--- src/rtl/bcp_imp_queue_pkg.sv ---
// Shared types for the BCP implication queue: literal struct, table encoding, FSM states.
package bcp_pkg;

  localparam int BCP_VAR_BITS = 6;

  typedef enum logic [1:0] {
    UNASSIGNED     = 2'b00,
    ASSIGNED_FALSE = 2'b10,
    ASSIGNED_TRUE  = 2'b11
  } tbl_st_e;

  typedef enum logic [1:0] {
    ST_SWEEP    = 2'b00,
    ST_RUN      = 2'b01,
    ST_CONFLICT = 2'b10
  } state_e;

  typedef struct packed {
    logic                    thread;
    logic                    value;
    logic [BCP_VAR_BITS-1:0] vr;
  } bcp_lit_t;

  function automatic tbl_st_e tbl_enc(input logic value);
    return value ? ASSIGNED_TRUE : ASSIGNED_FALSE;
  endfunction

endpackage

--- src/rtl/bcp_imp_queue_fifo.sv ---
// Synchronous literal FIFO; clear wins over push/pop, pointers wrap modulo DEPTH.
module bcp_fifo
  import bcp_pkg::*;
#(
  parameter int DEPTH = 16,
  parameter int CW    = $clog2(DEPTH+1)
) (
  input  logic          clk,
  input  logic          rst_n,
  input  logic          push,
  input  logic          pop,
  input  logic          clear,
  input  bcp_lit_t      din,
  output bcp_lit_t      dout,
  output logic          full,
  output logic          empty,
  output logic [CW-1:0] count
);

  localparam int PW = $clog2(DEPTH);

  bcp_lit_t        r_mem [DEPTH];
  logic [PW-1:0]   r_wr;
  logic [PW-1:0]   r_rd;
  logic [CW-1:0]   r_cnt;
  logic            w_push;
  logic            w_pop;

  assign full   = (r_cnt == CW'(DEPTH));
  assign empty  = (r_cnt == '0);
  assign count  = r_cnt;
  assign dout   = r_mem[r_rd];
  assign w_push = push & ~full & ~clear;
  assign w_pop  = pop & ~empty & ~clear;

  always_ff @(posedge clk) begin
    if (w_push) r_mem[r_wr] <= din;
  end

  always_ff @(posedge clk or negedge rst_n) begin
    if (!rst_n) begin
      r_wr  <= '0;
      r_rd  <= '0;
      r_cnt <= '0;
    end else if (clear) begin
      r_wr  <= '0;
      r_rd  <= '0;
      r_cnt <= '0;
    end else begin
      if (w_push) r_wr <= r_wr + 1'b1;
      if (w_pop)  r_rd <= r_rd + 1'b1;
      case ({w_push, w_pop})
        2'b10:   r_cnt <= r_cnt + 1'b1;
        2'b01:   r_cnt <= r_cnt - 1'b1;
        default: r_cnt <= r_cnt;
      endcase
    end
  end

endmodule

--- src/rtl/bcp_imp_queue.sv ---
// Implication queue: filters implied literals against a per-thread assignment
// table, drops duplicates, flags contradictions, buffers new literals.
module bcp_imp_queue
  import bcp_pkg::*;
#(
  parameter int VAR_BITS = BCP_VAR_BITS,
  parameter int DEPTH    = 16
) (
  input  logic                       CLK,
  input  logic                       RST,
  input  logic                       IN_VALID,
  output logic                       IN_READY,
  input  logic [VAR_BITS-1:0]        IN_VAR,
  input  logic                       IN_VALUE,
  input  logic                       IN_THREAD,
  output logic                       OUT_EN,
  input  logic                       OUT_READY,
  output logic [VAR_BITS-1:0]        OUT_VAR,
  output logic                       OUT_VALUE,
  output logic                       OUT_THREAD,
  input  logic                       FLUSH,
  output logic                       CONFLICT,
  output logic [VAR_BITS-1:0]        CONFLICT_VAR,
  output logic                       BUSY,
  output logic [$clog2(DEPTH+1)-1:0] COUNT
);

  localparam int AW  = VAR_BITS + 1;
  localparam int TBL = 2 ** AW;

  state_e              r_state, w_state_nx;
  logic [AW-1:0]       r_sweep_addr, w_sweep_addr_nx;
  tbl_st_e             r_tbl [TBL];
  logic                r_conflict;
  logic [VAR_BITS-1:0] r_conflict_var;

  logic                w_full, w_empty;
  logic                w_accept, w_new, w_conf;
  logic [AW-1:0]       w_addr;
  tbl_st_e             w_ent;
  logic                w_tbl_we;
  logic [AW-1:0]       w_tbl_wa;
  tbl_st_e             w_tbl_wd;
  bcp_lit_t            w_din, w_head;

  assign w_addr   = {IN_THREAD, IN_VAR};
  assign w_ent    = r_tbl[w_addr];
  assign IN_READY = (r_state == ST_RUN) & ~w_full;
  assign w_accept = IN_VALID & IN_READY;
  assign w_new    = w_accept & (w_ent == UNASSIGNED);
  assign w_conf   = w_accept & (w_ent != UNASSIGNED) & (w_ent != tbl_enc(IN_VALUE));

  // Sweep owns the write port; in RUN only genuinely new literals update it.
  assign w_tbl_we = (r_state == ST_SWEEP) | (w_new & ~FLUSH);
  assign w_tbl_wa = (r_state == ST_SWEEP) ? r_sweep_addr : w_addr;
  assign w_tbl_wd = (r_state == ST_SWEEP) ? UNASSIGNED : tbl_enc(IN_VALUE);

  always_ff @(posedge CLK) begin
    if (w_tbl_we) r_tbl[w_tbl_wa] <= w_tbl_wd;
  end

  always_comb begin
    w_state_nx      = r_state;
    w_sweep_addr_nx = r_sweep_addr;
    case (r_state)
      ST_SWEEP: begin
        if (r_sweep_addr == '1) begin
          w_state_nx      = ST_RUN;
          w_sweep_addr_nx = '0;
        end else begin
          w_sweep_addr_nx = r_sweep_addr + 1'b1;
        end
      end
      ST_RUN:      if (w_conf) w_state_nx = ST_CONFLICT;
      ST_CONFLICT: w_state_nx = ST_CONFLICT;
      default:     w_state_nx = ST_SWEEP;
    endcase
    if (FLUSH) begin
      w_state_nx      = ST_SWEEP;
      w_sweep_addr_nx = '0;
    end
  end

  always_ff @(posedge CLK or negedge RST) begin
    if (!RST) begin
      r_state        <= ST_SWEEP;
      r_sweep_addr   <= '0;
      r_conflict     <= 1'b0;
      r_conflict_var <= '0;
    end else begin
      r_state      <= w_state_nx;
      r_sweep_addr <= w_sweep_addr_nx;
      if (FLUSH) begin
        r_conflict <= 1'b0;
      end else if (w_conf) begin
        r_conflict     <= 1'b1;
        r_conflict_var <= IN_VAR;
      end
    end
  end

  assign w_din = '{thread: IN_THREAD, value: IN_VALUE, vr: IN_VAR};

  bcp_fifo #(.DEPTH(DEPTH)) u_fifo (
    .clk   (CLK),
    .rst_n (RST),
    .push  (w_new & ~FLUSH),
    .pop   (OUT_EN & OUT_READY & ~FLUSH),
    .clear (FLUSH),
    .din   (w_din),
    .dout  (w_head),
    .full  (w_full),
    .empty (w_empty),
    .count (COUNT)
  );

  // Head is masked while empty so outputs never expose uninitialised storage.
  assign OUT_EN       = (r_state == ST_RUN) & ~w_empty;
  assign OUT_VAR      = w_empty ? '0 : w_head.vr;
  assign OUT_VALUE    = ~w_empty & w_head.value;
  assign OUT_THREAD   = ~w_empty & w_head.thread;
  assign CONFLICT     = r_conflict;
  assign CONFLICT_VAR = r_conflict_var;
  assign BUSY         = (r_state == ST_SWEEP);

endmodule
--- config.mk ---
export PLATFORM = sky130hd
export DESIGN_NAME = bcp_imp_queue
export DESIGN_NICKNAME = d
export VERILOG_FILES = /design/src/rtl/bcp_imp_queue_pkg.sv /design/src/rtl/bcp_imp_queue_fifo.sv /design/src/rtl/bcp_imp_queue.sv
export SDC_FILE = /design/constraint.sdc
export NUM_CORES = 1
export LEC_CHECK = 0
export BUFFER_PORTS_ARGS = -buffer_cell sky130_fd_sc_hd__buf_2
export CAP_MARGIN = 20
export CELL_PAD_IN_SITES_DETAIL_PLACEMENT = 1
export CELL_PAD_IN_SITES_GLOBAL_PLACEMENT = 1
export CORE_MARGIN = 5
export CORE_UTILIZATION = 45
export CTS_BUF_LIST = sky130_fd_sc_hd__clkbuf_2 sky130_fd_sc_hd__clkbuf_4 sky130_fd_sc_hd__clkbuf_8
export DETAILED_ROUTE_END_ITERATION = 12
export GPL_TIMING_DRIVEN = 0
export PLACE_DENSITY_LB_ADDON = 0.05
export SLEW_MARGIN = 20
export SYNTH_ARGS = -nofsm -noshare
export SYNTH_HDL_FRONTEND = slang
export SYNTH_SLANG_ARGS = --single-unit
--- constraint.sdc ---
create_clock -name CLK -period 12.57 [get_ports CLK]
set_input_delay 0.6285 -clock CLK [delete_from_list [all_inputs] [get_ports CLK]]
set_output_delay 0.6285 -clock CLK [all_outputs]
set_load 0.02 [all_outputs]
### Yosys cells after proc, flatten, opt, wreduce, memory -nomap -nowiden

Memory sizes are Yosys's and may differ from the RTL's.
Cells that the tools add are included.

* add/sub/neg operators: 5
* equal/unequal tests: 9
* multiplexer cells: 23
* bitwise gates (word level): 19
* reduce and logical (&&, ||, !) cells: 11

Operators by type and width (number)
* 7-bit 2-to-1 mux: 4
* 4-bit 2-to-1 mux: 4
* 1-bit bitwise AND: 15
* 5-bit case mux with 2 select lines: 1
* 2-bit nonzero test: 5
* 4-bit by 1-bit adder with 4-bit output, second input constant: 2
* 2-bit 2-to-1 mux: 4
* 7-bit by 1-bit adder with 7-bit output, second input constant: 1
* 7-bit equality test, second input constant: 1
* 1-bit 2-to-1 mux: 7
* 6-bit 2-to-1 mux: 1
* 2-bit case mux with 3 select lines: 1
* 5-bit by 1-bit adder with 5-bit output, second input constant: 1
* 5-bit equality test, second input constant: 1
* 5-bit logical NOT: 1
* 5-bit 2-to-1 mux: 1
* 5-bit by 1-bit subtractor with 5-bit output, second input constant: 1
* 2-bit by 1-bit equality test with 1-bit output, second input constant: 2
* 2-bit equality test, second input constant: 2
* 2-bit logical NOT: 2
* 2-bit AND reduction: 2
* 3-bit by 2-bit != test with 1-bit output, second input constant: 1
* 3-bit != test, second input constant: 1
* 1-bit NOT: 3
* other kinds (3): 3

* bits in registers: 29
* memory bits (writable): 384
* input bits: 13
* output and inout port bits: 23
* logic and storage cells: 76
* memories: 2

Memory list
* r_tbl: depth 128, bits a word 2, rd ports 1, clocked after memory_dff 0, wr ports 1, RTL line bcp_imp_queue.sv:33 `tbl_st_e r_tbl [TBL];`
* u_fifo.r_mem: depth 16, bits a word 8, rd ports 1, clocked after memory_dff 0, wr ports 1, RTL line bcp_imp_queue_fifo.sv:22 `bcp_lit_t r_mem [DEPTH];`

### Longest topological paths before layout

Gate-level depths: netlist of the first run.

* word-level depth: 11
* gate-level depth with buffers: 20

### By module

Synthesis of the first run repeated with hierarchy kept, for this count alone.

* cell total of the unflattened synthesis: 1115
* area, all modules: 17506.8 um^2

By module, submodules not included
* bcp_imp_queue: instances 1, cells each 759, area each 11656.2 um^2, sequential area each 8087.8 um^2
* bcp_fifo: instances 1, cells each 356, area each 5850.6 um^2, sequential area each 4169.0 um^2

### Worst setup path after synthesis of the first run

No wires, ideal clock.

* kind: reg-to-reg
* from: reg r_state[0]
* to: mem r_tbl[0][0] (netlist bit) (data pin)
* arrival time: 4.302 ns
* required time: 11.768 ns
* path slack: 7.466 ns
* stages on the path, launching flop included: 6
* path buffers: 2
* clock period less this slack: 5.104 ns
* cell sequence: dfrtp_1 inv_1 ha_1 buf_1 clkbuf_1 nor2_1

* longest elaborated chain between the ends: 2

RTL lines
* from (decl): RTL line bcp_imp_queue.sv:31 `state_e r_state, w_state_nx;`
* from (signal assigned): RTL line bcp_imp_queue.sv:91 `r_state <= w_state_nx;`
* 2-bit logical NOT
* named net BUSY: RTL line bcp_imp_queue.sv:24 `output logic BUSY,`
* 2-bit 2-to-1 mux: RTL line bcp_imp_queue.sv:56 `assign w_tbl_wd = (r_state == ST_SWEEP) ? UNASSIGNED : tbl_enc(IN_VALUE);`
* named net w_tbl_wd[0]: RTL line bcp_imp_queue.sv:43 `tbl_st_e w_tbl_wd;`
* to (decl): RTL line bcp_imp_queue.sv:33

The timed path passes the listed nets, and every way through them passes these cells.

### Final worst setup path of the first run

* from: in IN_VAR[1]
* to: reg u_fifo.r_cnt[4] (netlist: u_fifo.count[4])

* longest elaborated chain between the ends: 9

RTL lines
* from (decl): RTL line bcp_imp_queue.sv:13 `input logic [VAR_BITS-1:0] IN_VAR,`
* memory read 128 x 2 bit *
* 2-bit logical NOT *: RTL line bcp_imp_queue.sv:50 `assign w_new = w_accept & (w_ent == UNASSIGNED);`
* 1-bit bitwise AND *: RTL line bcp_imp_queue.sv:50
* 1-bit bitwise AND *: RTL line bcp_imp_queue.sv:107 `.push (w_new & ~FLUSH),`
* 1-bit bitwise AND * (2 in a row): RTL line bcp_imp_queue_fifo.sv:33 `assign w_push = push & ~full & ~clear;`
* 2-bit by 1-bit equality test with 1-bit output or 2-bit equality test (tied branches): RTL line bcp_imp_queue_fifo.sv:52 `case ({w_push, w_pop})`
* 5-bit case mux with 2 select lines: RTL line bcp_imp_queue_fifo.sv:52
* 5-bit 2-to-1 mux: RTL line bcp_imp_queue_fifo.sv:45 `end else if (clear) begin`
* to (signal assigned): RTL line bcp_imp_queue_fifo.sv:53 `2'b10: r_cnt <= r_cnt + 1'b1;`
* to (signal assigned): RTL line bcp_imp_queue_fifo.sv:54 `2'b01: r_cnt <= r_cnt - 1'b1;`
* to (signal assigned): RTL line bcp_imp_queue_fifo.sv:55 `default: r_cnt <= r_cnt;`
* to (decl): RTL line bcp_imp_queue_fifo.sv:25 `logic [CW-1:0] r_cnt;`

Mark *: on every way between the ends. The rest lies on a longest branch, timed or not.
A chain may end at the register's enable or synchronous reset.

==> flow_summary.ini, run 1 <==
[setup_path]
r2r_slack_ns = 7.70
cp-startpoint = IN_VAR[1]
worstPathArrival_ns = 6.28
required_ns = 13.12
timing_worst_setup_path_type = primary input to flop
critPathTopFamily = buffers and inverters
r2r_end = u_fifo.count[4]
slowest_delay_ns = 0.56
cp_max_fo = 17
endpoint_kind = flop
crit_buf_inv = 6
worstSetupStartpointType = primary input
crit_chain = buf_2, buf_4, buf_6, buf_2, buf_2, mux4_2, o221ai_1, o41ai_1, a22oi_2, nand2_4, buf_2, o21ai_1, nor2_1, ha_1, nor2b_1, o21ai_0, nand2b_1, or4_1, mux2_1, o2111ai_1
slowest_stage = a22oi_2
worstReg2RegStart = r_tbl[7][1]
crit_top_cell = buf_2
rr_worst_depth = 15

[timing]
rsz0062_at_grt = false
maxSlewHeadroom = 0.249
max_freq_mhz = 174
finClkSkew_ns = 0.0402
worst_pin_slew_ns = 1.12
finalSetupTns_ns = 0
setup_violations = 0
hold_viol = 0
finalMaxSlewViolations = 0
finalWorstSetupSlack_ns = 6.84
finalCritPeriodShare = 0.456
fin_crit_ns = 5.73

[layout]
fillers = 3796
drive_gt1_frac = 0.205
design_area_um2 = 20700
utilization = 0.517
multiInputGateArea_um2 = 5570
n_antenna_cell = 0
layout.nets = 1286
syn_to_final_growth_pct = 13.3
register_area_um2 = 12300

[floorplanning]
floorplan.initialDensity = 0.457
core_area_um2 = 39900
die_h_um = 211
io_pins = 36
die_x_um = 211
fp-row-count = 73
dieArea_um2 = 44600

[synth]
syn_area_um2 = 18200
yosysWarnings = 0
seq_area_frac_synth = 0.672
synthFlopType = edfxtp_1
synth_area_per_cell_um2 = 15.9
async_flop_share = 0.0702
syn_nets = 1172
postSynthCellCount = 1146
synth_edf_count = 384
synth_cell_types = 74
synth-seq-cells = 413

[clock_tree]
cts-root-buf = clkbuf_8
worstSkewPairLatency_ns = 0.64
cts_buffers = 72
clock-sinks = 413
clk_pin_slew_worst_paths_ns = 0.07
postCtsSetupRepairBufs = 0
cts_resized = 0
cts_tree = done
cts_hold_buf = 0
cts.htree.levels = 3
clockBufferDepth = 3

[worst_hold_path]
hold_class = primary input to async pin

[drt]
post_drt_wl_per_cell_um = 27.1
drc_errors = 0
drtPass1Iterations = 5
antenna_left = 0
vias = 10700
drt_iter0_drc = 856
wirelength_mm = 49.9
viasPerCell = 5.80

[grt]
grtUsageTotal = 0.226
grt_pass1_vias = 11400
grt_pass1_wl_mm = 74.5
overflow = 0
antenna_found_initial = 1
grt_max_degree = 69

[pwr]
ir_drop_mv = 0.0916
p_leak_nw = 6.92
p_per_area_nw_per_um2 = 171

[place]
gp_congestion = 0.838
pre_cts_slack_ns = 6.25
post_dp_cell_area_um2 = 19200
hpwlAfterDp_mm = 33.9
io_buffers = 34

[job]
drv_cap = 0

[status]
outcome = complete, no violations
## metal layers
layer | part of all wire | wire length [um] | track usage
met5 | 0 | 0 | 0
met1 | 0.43 | 21300 | 0.295
met2 | 0.50 | 25100 | 0.383
met3 | 0.041 | 2060 | 0.0407
met4 | 0.030 | 1490 | 0.0803
## power by group
group / internal [mW] / total (mW) / switching [mW]
clock: 0.702 / 1.25 / 0.547
sequential: 1.64 / 1.65 / 0.0179
combinational: 0.176 / 0.620 / 0.444
## cell usage after synthesis (all sizes together) (3+ instances only)
library cell,instances,share of area
edfxtp,384,0.63
and2,98,0.034
nor2,97,0.020
mux4,75,0.093
mux2i,52,0.029
nand2,43,0.0093
clkbuf,38,0.0079
buf,34,0.012
dfrtp,29,0.040
o21ai,26,0.0071
nor3,25,0.0069
o221ai,20,0.0096
nand3,19,0.0052
inv,16,0.0033
nand2b,14,0.0048
a21oi,13,0.0036
ha,12,0.0082
and4,10,0.0048
mux2,9,0.0056
o22ai,9,0.0031
a21boi,8,0.0033
and4b,8,0.0044
o41ai,8,0.0080
a22oi,7,0.0042
nor2b,7,0.0024
or4,7,0.0029
xnor2,6,0.0029
a31oi,5,0.0017
and3,4,0.0014
nor3b,4,0.0016
or3,4,0.0014
a211oi,3,0.0012
nand3b,3,0.0012
nand4,3,0.0010
nor4,3,0.0010
o2111ai,3,0.0014
o211ai,3,0.0012
xor2,3,0.0014
## placed cells by master, fill, tap and decap left out, types with 14 or more instances in the layout
cell | Yosys | routed
mux4_2 | 75 | 75
buf_2 | 18 | 52
nand2b_1 | 14 | 14
nor3_1 | 25 | 25
inv_1 | 16 | 16
clkbuf_4 | 0 | 22
clkinv_1 | 1 | 22
and2_1 | 98 | 98
nand2_1 | 42 | 42
clkbuf_1 | 37 | 36
nand3_1 | 19 | 19
edfxtp_1 | 384 | 384
dfrtp_1 | 29 | 29
o21ai_0 | 20 | 20
o221ai_1 | 20 | 20
mux2i_1 | 51 | 51
nor2_1 | 96 | 95
clkbuf_8 | 0 | 76
## final cells by class
cell class | instances | area share
Sequential cell | 413 | 0.594
Multi-Input combinational cell | 644 | 0.270
Clock buffer | 97 | 0.0583
Tap cell | 525 | 0.0318
Buffer | 72 | 0.0175
Timing Repair Buffer | 40 | 0.0148
Clock inverter | 31 | 0.0114
Inverter | 17 | 0.00309
## per-stage QoR
stage	hold WS, ns	total power [mW]	cells
5_1_grt	0.0505	3.67	1839
3_3_place_gp	0.462	2.29	1705
3_5_place_dp	0.474	2.31	1711
2_1_floorplan	0.333	2.03	1146
6_report	0.0383	3.52	1839
4_1_cts	0.0179	3.56	1839
## flip-flops by register name, indices dropped and copies added, names as in the netlist
| register | flops |
|---|---|
| r_tbl | 256 |
| u_fifo.r_mem | 128 |
| r_sweep_addr | 7 |
| CONFLICT_VAR | 6 |
| u_fifo.count | 5 |
| u_fifo.r_rd | 4 |
| u_fifo.r_wr | 4 |
| r_state | 2 |
| CONFLICT | 1 |
## worst register-to-register path, cell delays in order, from the launching register on
cell and delay (ns):
edfxtp_1 0.36, mux4_2 0.51, nor2b_1 0.14, a211oi_1 0.06, nor4_1 0.95, o311ai_4 0.36
buf_2 0.31, o21ai_1 0.29, nor2_1 0.14, ha_1 0.35, nor2b_1 0.14, o21ai_0 0.23
nand2b_1 0.12, or4_1 0.45, mux2_1 0.31, o2111ai_1 0.08
## cell families after synthesis
logic type      after synthesis  share of synthesized area
flops                       413                      0.672
simple gates                357                      0.106
mux                         136                      0.127
compound gates              129                     0.0579
buf+inv                      89                     0.0231
fa+ha+maj                    13                    0.00933
xor+xnor                      9                    0.00432
## worst max path at each step
stage | cells past startpoint | end | slack, ns
after floorplan | 5 | r_tbl[0][0] | 7.47
after global placement | 5 | r_tbl[59][0] | 3.85
after detailed placement | 20 | u_fifo.count[4] | 6.25
after CTS | 20 | u_fifo.count[4] | 6.93
after global routing | 20 | u_fifo.count[4] | 6.67
final | 20 | u_fifo.count[4] | 6.84
Power figures use the tool's default switching activity.
==> inputs of run 2 (changes only) <==
==> constraint.sdc (replaced) <==
create_clock -name CLK -period 5.6 [get_ports CLK]
set_input_delay 0.28 -clock CLK [delete_from_list [all_inputs] [get_ports CLK]]
set_output_delay 0.28 -clock CLK [all_outputs]
set_load 0.02 [all_outputs]
==> run 2 against run 1 <==
Compared with the run above: total power up 120%; combinational power up 120%; count of clock-buffer cells in the layout unchanged; via count down 0.14%; critical path depth unchanged; first-iteration DRC count up 7.7%; global-route usage about the same; routed wire length down 0.11%; die area unchanged; sequential power up 120%; core utilization about the same; sequential share of layout area about the same; largest cell class unchanged.
==> flow_summary.ini, run 2 (same netlist as run 1, synthesis figures left out) <==
[grt]
grtUsageTotal = 0.226
antenna_found_initial = 1
grt_max_degree = 69
grt_pass1_vias = 11400
grt_pass1_wl_mm = 74.5
overflow = 0

[pwr]
p_seq_frac = 0.470
ir_drop_mv = 0.206
swShare = 0.286
p_int_mw = 5.64
p_sw_mw = 2.26
p_leak_nw = 6.92
p_per_area_nw_per_um2 = 382
comb_power_share = 0.176
fin_total_pwr_mw = 7.90
power.clock.fraction = 0.354

[layout]
biggestRegsByFlops = r_tbl: 256 flops, u_fifo.r_mem: 128 flops, r_sweep_addr: 7 flops
regMostFlops = r_tbl
final_common_cell = edfxtp_1
n_antenna_cell = 0
fillers = 3795
largest_register_ffs = 256
layout.nets = 1287
design_area_um2 = 20700
final_cell_mix = 384 x edfxtp_1, 98 x and2_1, 95 x nor2_1
syn_to_final_growth_pct = 13.3
drive_gt1_frac = 0.205

[floorplanning]
die_x_um = 211
core_area_um2 = 39900
die_h_um = 211
fp-row-count = 73
dieArea_um2 = 44600
floorplan.initialDensity = 0.457
io_pins = 36

[clock_tree]
clock-sinks = 413
cts_buffers = 72
cts_tree = done
worstSkewPairLatency_ns = 0.64
cts-root-buf = clkbuf_8
postCtsSetupRepairBufs = 0
clockBufferDepth = 3
clk_pin_slew_worst_paths_ns = 0.07
cts.htree.levels = 3

[setup_path]
cp_max_fo = 17
worstSetupStartpointType = primary input
required_ns = 6.15
worstPathArrival_ns = 5.95
timing_worst_setup_path_type = primary input to flop
endpoint_kind = flop

[place]
pre_cts_slack_ns = -0.370
hpwlAfterDp_mm = 33.9
io_buffers = 34
gp_congestion = 0.838
post_dp_cell_area_um2 = 19200

[timing]
max_freq_mhz = 185
timing.hold.ws_ns = 0.0676
hold_viol = 0
setup_violations = 0
maxSlewHeadroom = 0.253
rsz0062_at_grt = false
finalSetupTns_ns = 0
finalCritPeriodShare = 0.963
finalMaxSlewViolations = 0
worst_pin_slew_ns = 1.11
finClkSkew_ns = 0.0411
fin_crit_ns = 5.40
finalWorstSetupSlack_ns = 0.205

[drt]
drtPass1Iterations = 7
antenna_left = 0
wirelength_mm = 49.9
viasPerCell = 5.79
vias = 10700
drc_errors = 0
drt_iter0_drc = 922
post_drt_wl_per_cell_um = 27.1

[job]
drv_cap = 0

[worst_hold_path]
hold_class = primary input to flop

[status]
outcome = complete, no violations
==> run 2: what timing repair did <==
item                                   CTS  global route
endpoints found under the hold margin   29             0
gates resized for setup                  0             0
setup endpoints to repair                0             0
hold buffers                             1             0
==> run 2: critical path: stages <==
cell	delay, ns
buf_2	0.29
buf_4	0.26
buf_6	0.23
buf_2	0.40
buf_2	0.43
mux4_2	0.43
o221ai_1	0.21
o41ai_1	0.20
a22oi_2	0.53
nand2_4	0.24
buf_2	0.26
o21ai_1	0.30
nor2_1	0.14
ha_1	0.35
nor2b_1	0.14
o21ai_0	0.24
nand2b_1	0.13
or4_1	0.45
mux2_1	0.31
o2111ai_1	0.08
==> run 2: path summary, 6_finish.rpt <==
path	startpoint	endpoint	slack [ns]	cells after the start
worst max-delay path	IN_VAR[1]	u_fifo.count[4]	0.20	20
worst min-delay path	IN_VAR[1]	u_fifo.r_mem[15][1]	0.07	1
worst max register to register	r_tbl[7][1]	u_fifo.count[4]	0.73	15
worst min register to register	CONFLICT_VAR[2]	CONFLICT_VAR[2]	0.48	1
max in group asynchronous	RST	CONFLICT_VAR[3]	4.86	2
min in group asynchronous	RST	u_fifo.count[1]	0.24	2
==> run 2: cell type report <==
class / count / area, um^2 / area share
repair buffers: 41 / 315 / 0.0153
multi-input cells: 644 / 5570 / 0.269
clock inverters: 31 / 235 / 0.0114
inverters: 17 / 63.8 / 0.00309
clock buffers: 97 / 1200 / 0.0583
well taps: 525 / 657 / 0.0318
flip-flops and latches: 413 / 12300 / 0.593
plain buffers: 72 / 362 / 0.0175
==> run 2: through the flow <==
stage	instances	utilization
2_1_floorplan	1146	-
3_3_place_gp	1705	0.477
3_5_place_dp	1711	0.481
4_1_cts	1840	0.518
5_1_grt	1840	0.518
6_report	1840	0.518
==> run 2: power groups by stage <==
stage               Clock (mW)  Combinational [mW]  Sequential [mW]
floorplan                    0               0.730             3.84
global placement             0                1.29             3.85
detailed placement           0                1.40             3.77
CTS                       2.88                1.41             3.71
global route              3.03                1.49             3.72
finish                    2.80                1.39             3.71
==> run 2: metal layers <==
metal  wire length, um  vias to the layer above  share of wire  global-route usage
li1                  -                     4742              -                   -
met1             21300                     5578           0.43               0.296
met2             25000                      249           0.50               0.383
met3              1990                       91          0.040              0.0407
met4              1490                        0          0.030              0.0803
met5                 0                        -              0                   0
